## src/rtl/pixel_packet_assembler.sv

```systemverilog
// Frames UART bytes into 24-bit pixel packets, validates header/footer/range and writes good pixels to image RAM.
// Latency: wr_en one clock after the byte2 strobe; no backpressure, every rx_valid byte is consumed or dropped.
module pixel_packet_assembler #(
  parameter int NUM_PIXELS     = 785,
  parameter int TIMEOUT_CYCLES = 2000,
  parameter int ERR_W          = 16
) (
  input  logic             clk,
  input  logic             rst,
  input  logic             clear,
  input  logic [7:0]       rx_data,
  input  logic             rx_valid,
  output logic             wr_en,
  output logic [9:0]       wr_addr,
  output logic [7:0]       wr_data,
  output logic [31:0]      count_packets,
  output logic [ERR_W-1:0] err_count,
  output logic             receive_done
);

  localparam int TW = $clog2(TIMEOUT_CYCLES + 1);

  typedef enum logic [1:0] {IDLE, GOT1, GOT2, DONE} state_t;

  state_t        state, state_nxt;
  logic [4:0]    loc_hi, loc_hi_nxt;
  logic [4:0]    loc_lo, loc_lo_nxt;
  logic [2:0]    data_hi, data_hi_nxt;
  logic [TW-1:0] tmo_cnt, tmo_nxt;
  logic          wr_en_nxt;
  logic [9:0]    wr_addr_nxt;
  logic [7:0]    wr_data_nxt;
  logic [31:0]   count_nxt;
  logic          done_nxt;
  logic          err_inc;

  // Packet fields as seen while the third byte is on rx_data.
  logic [9:0] pkt_loc;
  logic [7:0] pkt_data;
  logic [2:0] pkt_footer;
  logic       pkt_ok;
  logic       tmo_hit;

  assign pkt_loc    = {loc_hi, loc_lo};
  assign pkt_data   = {data_hi, rx_data[7:3]};
  assign pkt_footer = {^pkt_data, ^pkt_loc, ^{pkt_data[7:4], pkt_loc[9:5]}};
  assign pkt_ok     = (pkt_footer == rx_data[2:0]) && (32'(pkt_loc) < NUM_PIXELS);
  assign tmo_hit    = (tmo_cnt == TW'(TIMEOUT_CYCLES - 1));

  always_comb begin
    state_nxt   = state;
    loc_hi_nxt  = loc_hi;
    loc_lo_nxt  = loc_lo;
    data_hi_nxt = data_hi;
    tmo_nxt     = tmo_cnt;
    wr_en_nxt   = 1'b0;
    wr_addr_nxt = wr_addr;
    wr_data_nxt = wr_data;
    count_nxt   = count_packets;
    done_nxt    = receive_done;
    err_inc     = 1'b0;
    case (state)
      IDLE: begin
        tmo_nxt = '0;
        if (rx_valid) begin
          if (rx_data[7:5] == 3'b101) begin
            loc_hi_nxt = rx_data[4:0];
            state_nxt  = GOT1;
          end else begin
            err_inc = 1'b1;
          end
        end
      end
      GOT1: begin
        if (rx_valid) begin
          loc_lo_nxt  = rx_data[7:3];
          data_hi_nxt = rx_data[2:0];
          tmo_nxt     = '0;
          state_nxt   = GOT2;
        end else if (tmo_hit) begin
          err_inc   = 1'b1;
          tmo_nxt   = '0;
          state_nxt = IDLE;
        end else begin
          tmo_nxt = tmo_cnt + 1'b1;
        end
      end
      GOT2: begin
        if (rx_valid) begin
          tmo_nxt   = '0;
          state_nxt = IDLE;
          if (pkt_ok) begin
            wr_en_nxt   = 1'b1;
            wr_addr_nxt = pkt_loc;
            wr_data_nxt = pkt_data;
            count_nxt   = count_packets + 32'd1;
            // Final pixel of the image: latch completion and stop accepting bytes.
            if (count_packets == 32'(NUM_PIXELS - 1)) begin
              done_nxt  = 1'b1;
              state_nxt = DONE;
            end
          end else begin
            err_inc = 1'b1;
          end
        end else if (tmo_hit) begin
          err_inc   = 1'b1;
          tmo_nxt   = '0;
          state_nxt = IDLE;
        end else begin
          tmo_nxt = tmo_cnt + 1'b1;
        end
      end
      DONE:    state_nxt = DONE;
      default: state_nxt = IDLE;
    endcase
  end

  always_ff @(posedge clk or negedge rst) begin
    if (!rst) begin
      state         <= IDLE;
      loc_hi        <= '0;
      loc_lo        <= '0;
      data_hi       <= '0;
      tmo_cnt       <= '0;
      wr_en         <= 1'b0;
      wr_addr       <= '0;
      wr_data       <= '0;
      count_packets <= '0;
      err_count     <= '0;
      receive_done  <= 1'b0;
    end else if (clear) begin
      state         <= IDLE;
      loc_hi        <= '0;
      loc_lo        <= '0;
      data_hi       <= '0;
      tmo_cnt       <= '0;
      wr_en         <= 1'b0;
      wr_addr       <= '0;
      wr_data       <= '0;
      count_packets <= '0;
      err_count     <= '0;
      receive_done  <= 1'b0;
    end else begin
      state         <= state_nxt;
      loc_hi        <= loc_hi_nxt;
      loc_lo        <= loc_lo_nxt;
      data_hi       <= data_hi_nxt;
      tmo_cnt       <= tmo_nxt;
      wr_en         <= wr_en_nxt;
      wr_addr       <= wr_addr_nxt;
      wr_data       <= wr_data_nxt;
      count_packets <= count_nxt;
      receive_done  <= done_nxt;
      if (err_inc && (err_count != {ERR_W{1'b1}}))
        err_count <= err_count + 1'b1;
    end
  end

endmodule

```

## config.mk

```make
export PLATFORM = sky130hd
export DESIGN_NAME = pixel_packet_assembler
export DESIGN_NICKNAME = d
export VERILOG_FILES = /design/src/rtl/pixel_packet_assembler.sv
export SDC_FILE = /design/constraint.sdc
export NUM_CORES = 1
export LEC_CHECK = 0
export ABC_AREA = 0
export CAP_MARGIN = 20
export CORE_ASPECT_RATIO = 2
export CORE_UTILIZATION = 49
export CTS_CLUSTER_DIAMETER = 60
export DETAILED_ROUTE_END_ITERATION = 8
export PLACE_DENSITY_LB_ADDON = 0.25
export SLEW_MARGIN = 25
export SYNTH_ARGS = -nofsm -noshare
export SYNTH_HDL_FRONTEND = slang
export SYNTH_SLANG_ARGS = --single-unit
```

## constraint.sdc

```tcl
create_clock -name clk -period 2.44 [get_ports clk]
set_input_delay 0.366 -clock clk [delete_from_list [all_inputs] [get_ports clk]]
set_output_delay 0.366 -clock clk [all_outputs]
set_load 0.01 [all_outputs]
```

### Yosys cells after proc, flatten, opt, wreduce, memory -nomap -nowiden

Index checks and enable logic that the tools add are counted.
Widths: inputs -> output; s select.

| word-level totals | value |
|---|---|
| bits in registers | 94 |
| word-level logic and storage cells | 99 |
| input port bits | 12 |

| cells by class | value |
|---|---|
| add/subtract/negate cells | 3 |
| reductions and logical operators | 21 |
| mux-type cells | 53 |
| eq/ne operators | 10 |
| magnitude comparators | 1 |

Operators by type and width:

| kind | count |
|---|---|
| $mux 32 | 4 |
| $mux 10 | 4 |
| $mux 5 | 7 |
| $mux 11 | 3 |
| $add 32x1->32 const B | 1 |
| $eq 32x10->1 const B | 1 |
| $mux 16 | 2 |
| $mux 8 | 4 |
| $pmux 11 s2 | 1 |
| $add 16x1->16 const B | 1 |
| $mux 2 | 8 |
| $ne 16x16->1 const B | 1 |
| $reduce_bool 2->1 | 8 |
| $mux 1 | 15 |
| $add 11x1->11 const B | 1 |
| $eq 11x11->1 const B | 1 |
| $lt 10x10->1 const B | 1 |
| $reduce_xor 10->1 | 1 |
| $mux 3 | 3 |
| $reduce_xor 9->1 | 1 |
| $pmux 2 s4 | 1 |
| $reduce_xor 8->1 | 1 |
| $ne 3x3->1 const B | 2 |
| $reduce_and 3->1 | 2 |
| 11 further kinds | 14 |

### Longest topological paths before layout

| depth | value |
|---|---|
| word-level depth | 9 |
| gate-level depth with buffers | 12 |
| mapped depth without buffers | 9 |

### Least setup slack after synthesis

OpenSTA, ideal clock, no wires.

| timing path | value |
|---|---|
| path type | flip-flop to flip-flop |
| from | register loc_hi[0] |
| to | register err_count[10] |
| slack | -0.167 ns |
| arrival | 2.482 ns |
| stages on the path, launching flop included | 11 |
| data required time | 2.315 ns |
| library setup time | 0.125 ns |
| cells stage by stage | dfrtp_1 inv_1 ha_1 a21boi_0 o311ai_0 and3b_1 clkbuf_1 a21oi_1 buf_4 nand3_1 mux2_2 |

| between the ends | value |
|---|---|
| longest elaborated chain between the ends | 8 |
| elaborated cells between the ends (all ways) | 10 |

RTL lines:

| element | line | source |
|---|---|---|
| start, declared | 26 | `logic [4:0] loc_hi, loc_hi_nxt;` |
| start signal, assigned | 145 | `loc_hi <= loc_hi_nxt;` |
| parallel branches: the longest is 2 deep, another holds $lt 10x10->1 | -- |  |
| $logic_and 1x1->1 (*) | 47 | `assign pkt_ok = (pkt_footer == rx_data[2:0]) && (32'(pkt_loc) < NUM_PIXELS);` |
| $mux 1 (*) | 92 | `if (pkt_ok) begin` |
| $mux 1 (*) | 89 | `if (rx_valid) begin` |
| $pmux 1 s3 (*) | 62 | `case (state)` |
| $logic_and 1x1->1 (*) | 154 | `if (err_inc && (err_count != {ERR_W{1'b1}}))` |
| $reduce_bool 2->1 (no line) (*) | -- |  |
| end signal, assigned | 155 | `err_count <= err_count + 1'b1;` |
| end, declared | 17 | `output logic [ERR_W-1:0] err_count,` |

Mark *: on every way between the ends.
A chain may end at the register's enable or synchronous reset.

### Worst setup path in the final report

| timing path | value |
|---|---|
| from | register loc_hi[2] |
| to | register err_count[9] |

The elaborated chain is that of the path after synthesis.

==> metrics.txt <==
number of synthesized flops with an enable pin=0; FILL cells=635; share of async-settable or async-resettable flops after synthesis=1.00; DR iter-0 viols=374; CP max stage cell=xnor3_1; initial antenna violation count=0; multi-input logic area=3440 µm²; type of origin of the critical path=register; first-pass GRT wire length=26,300 µm; outcome=complete, but fails checks; Ports=80; Fmax achieved=0.369 GHz; ant diodes=0; Max FO, Critical Path=4; total power draw=4.99 mW; Avg Cell Area, Syn=8.91 µm²; Cell Area, Placed=6500 µm²; Setup-failing EPs final=63; final period utilization=1.11; DR vias/cell=6.16; setup TNS=-8.42 ns; top cell family by delay on the critical path=simple AND/OR/NAND/NOR gates; sequential fraction of the synthesis area=0.453; share of cells above drive strength 1=0.294; largest cells by area after synthesis=dfrtp_1 (45%), xnor2_1 (6.2%), nand2_1 (5.7%); CTS tree=yes; post-synthesis cell type count=49; setup ws final=-0.273 ns; final global-route overflow total=0; final worst clock skew=0.00887 ns; count leader, synth=dfrtp_1; top cell type by total area after synthesis=dfrtp_1; worst slack, placed=-0.719 ns; Clock Sinks=94; Inserted Clock Buffers=9; Design Area, Final=7970 µm²; endpoints failing hold=6; Min Hold Slack=-0.00385 ns; dpl hpwl=9990 µm; Setup CP Type=reg -> reg; worst path required time=2.67 ns; Power Dens Cells=626 nW/µm²; DIE WIDTH=74.8 µm; Slew @ Worst Pin=0.746 ns; DIE HEIGHT=148 µm; Clock Path Buffers=2; Worst Path Buf+Inv=2; DRT antenna net count=0; mean routed wirelength per cell=20.9 µm; crit path DAT=2.94 ns; WL final=18,100 µm; Placed Cells=824; num rows=52; clk root buf=clkbuf_16; maxcap violations=0; die area=11,000 µm²; synthesized area=5190 µm²; ys flop type=dfrtp_1; post-route core utilization=0.780; DRT Pass-1 Iters=5; failing checks=hold timing, setup timing; Non-Filler Instances=864; worst skew pair latency=0.35 ns; Initial Util=0.509; CP cell instances=buf_6 > xnor2_4 > xnor3_1 > and3_4 > or2_4 > buf_6 > a211oi_4 > nor3b_2 > mux2_4; Buffers on Ports=79; CP endpoint kind=register; largest net degree at the start of global routing=70; worst ir drop on vdd=391 µV; Leakage=3.45 nW; Max-slew headroom=0.503; HP Class=in -> async; flip-flop and latch area=2350 µm²; final net count=752; slowest stage delay, CP=0.45 ns; Tot GR Track Use=0.316; synthesized instance count=583; Seq cells post-synth=94; Post-route DRC=0; core area=10,200 µm²; H-Tree Depth=3; Synth Net Count=611; most used cell, CP=buf_6; Area Overhead vs Synth=53.4%; Max Slew Vio Count=0; Vias=5,321; RSZ-0062 raised after global routing=yes; crit path time final=2.71 ns; number of global-route vias before repair=5,293; Final GP Congestion=0.879; CTS clk-pin slew, worst paths=0.07 ns; Yosys top cell area share=0.453; synth cell count leaders=dfrtp_1 (94), nand2_1 (79), nor2_1 (56); Syn. warnings=0; r2r setup slk=-0.27 ns
final cells by class:
cell class	count	share of cell area
Multi-Input combinational cell	435	0.431
Clock buffer	11	0.0317
Inverter	25	0.0118
Tap cell	135	0.0212
Sequential cell	94	0.295
Clock inverter	5	0.00706
Timing Repair Buffer	159	0.202
placed cells by master (no fill, tap or decap), types with 19 or more instances in the layout:
master,instances
nand3_1,31
nand2_1,62
xnor2_1,30
nor2_1,55
a21oi_1,22
o21ai_0,22
buf_4,54
a21oi_2,23
inv_1,19
dfrtp_1,93
clkdlybuf4s50_1,75
final timing paths:
check                                   startpoint                       endpoint  depth (start not counted)
setup reg to reg             loc_hi[2]$_DFFE_PN0P_       err_count[9]$_DFFE_PN0P_                          9
min in group clk           tmo_cnt[10]$_DFFE_PN0P_        tmo_cnt[10]$_DFFE_PN0P_                          1
hold reg to reg            tmo_cnt[10]$_DFFE_PN0P_        tmo_cnt[10]$_DFFE_PN0P_                          1
setup / recovery             loc_hi[2]$_DFFE_PN0P_       err_count[9]$_DFFE_PN0P_                          9
max in group asynchronous                      rst  count_packets[16]$_DFFE_PN0P_                          2
hold / removal                                 rst         wr_addr[3]$_DFFE_PN0P_                          1
where the power goes:
part / switching [mW] / internal, mW / leakage [nW] / total (mW)
registers: 0.0657 / 1.61 / 1.30 / 1.67
logic: 0.982 / 0.859 / 1.99 / 1.84
clock network: 0.628 / 0.851 / 0.152 / 1.48
total: 1.68 / 3.32 / 3.45 / 4.99
state kept, by name, indices dropped and copies added (netlist names):
signal,count
wr_en,1
state,2
err_count,16
data_hi,3
count_packets,32
receive_done,1
tmo_cnt,11
wr_data,8
wr_addr,10
loc_hi,5
loc_lo,5
per-layer routing:
| metal | wire, µm | part of all wire | track usage | up-vias |
|---|---|---|---|---|
| li1 | - | - | - | 2328 |
| met5 | 0 | 0 | 0 | - |
| met1 | 6130 | 0.34 | 0.337 | 2641 |
| met4 | 1080 | 0.060 | 0.182 | 0 |
| met2 | 9990 | 0.55 | 0.556 | 266 |
| met3 | 878 | 0.049 | 0.0600 | 86 |
cell families after synthesis:
kind of cell	Yosys count	share of synthesized area
multiplexers	6	0.0128
buffers and inverters	56	0.0446
AND/OR/NAND/NOR	264	0.252
XOR/XNOR	41	0.0718
AO/OA/AOI/OAI	106	0.128
adder cells (fa/ha/maj)	16	0.0385
flip-flops	94	0.453
what timing repair did:
item / in CTS / in global routing
cloned: 4 / 5
hold buffers: 0 / 0
pin swaps: 41 / 66
setup endpoints to repair: 70 / 69
buffers inserted: 13 / 4
hold endpoints to repair: 0 / 0
resized for setup: 79 / 90
(Power assumes the default switching activity.)
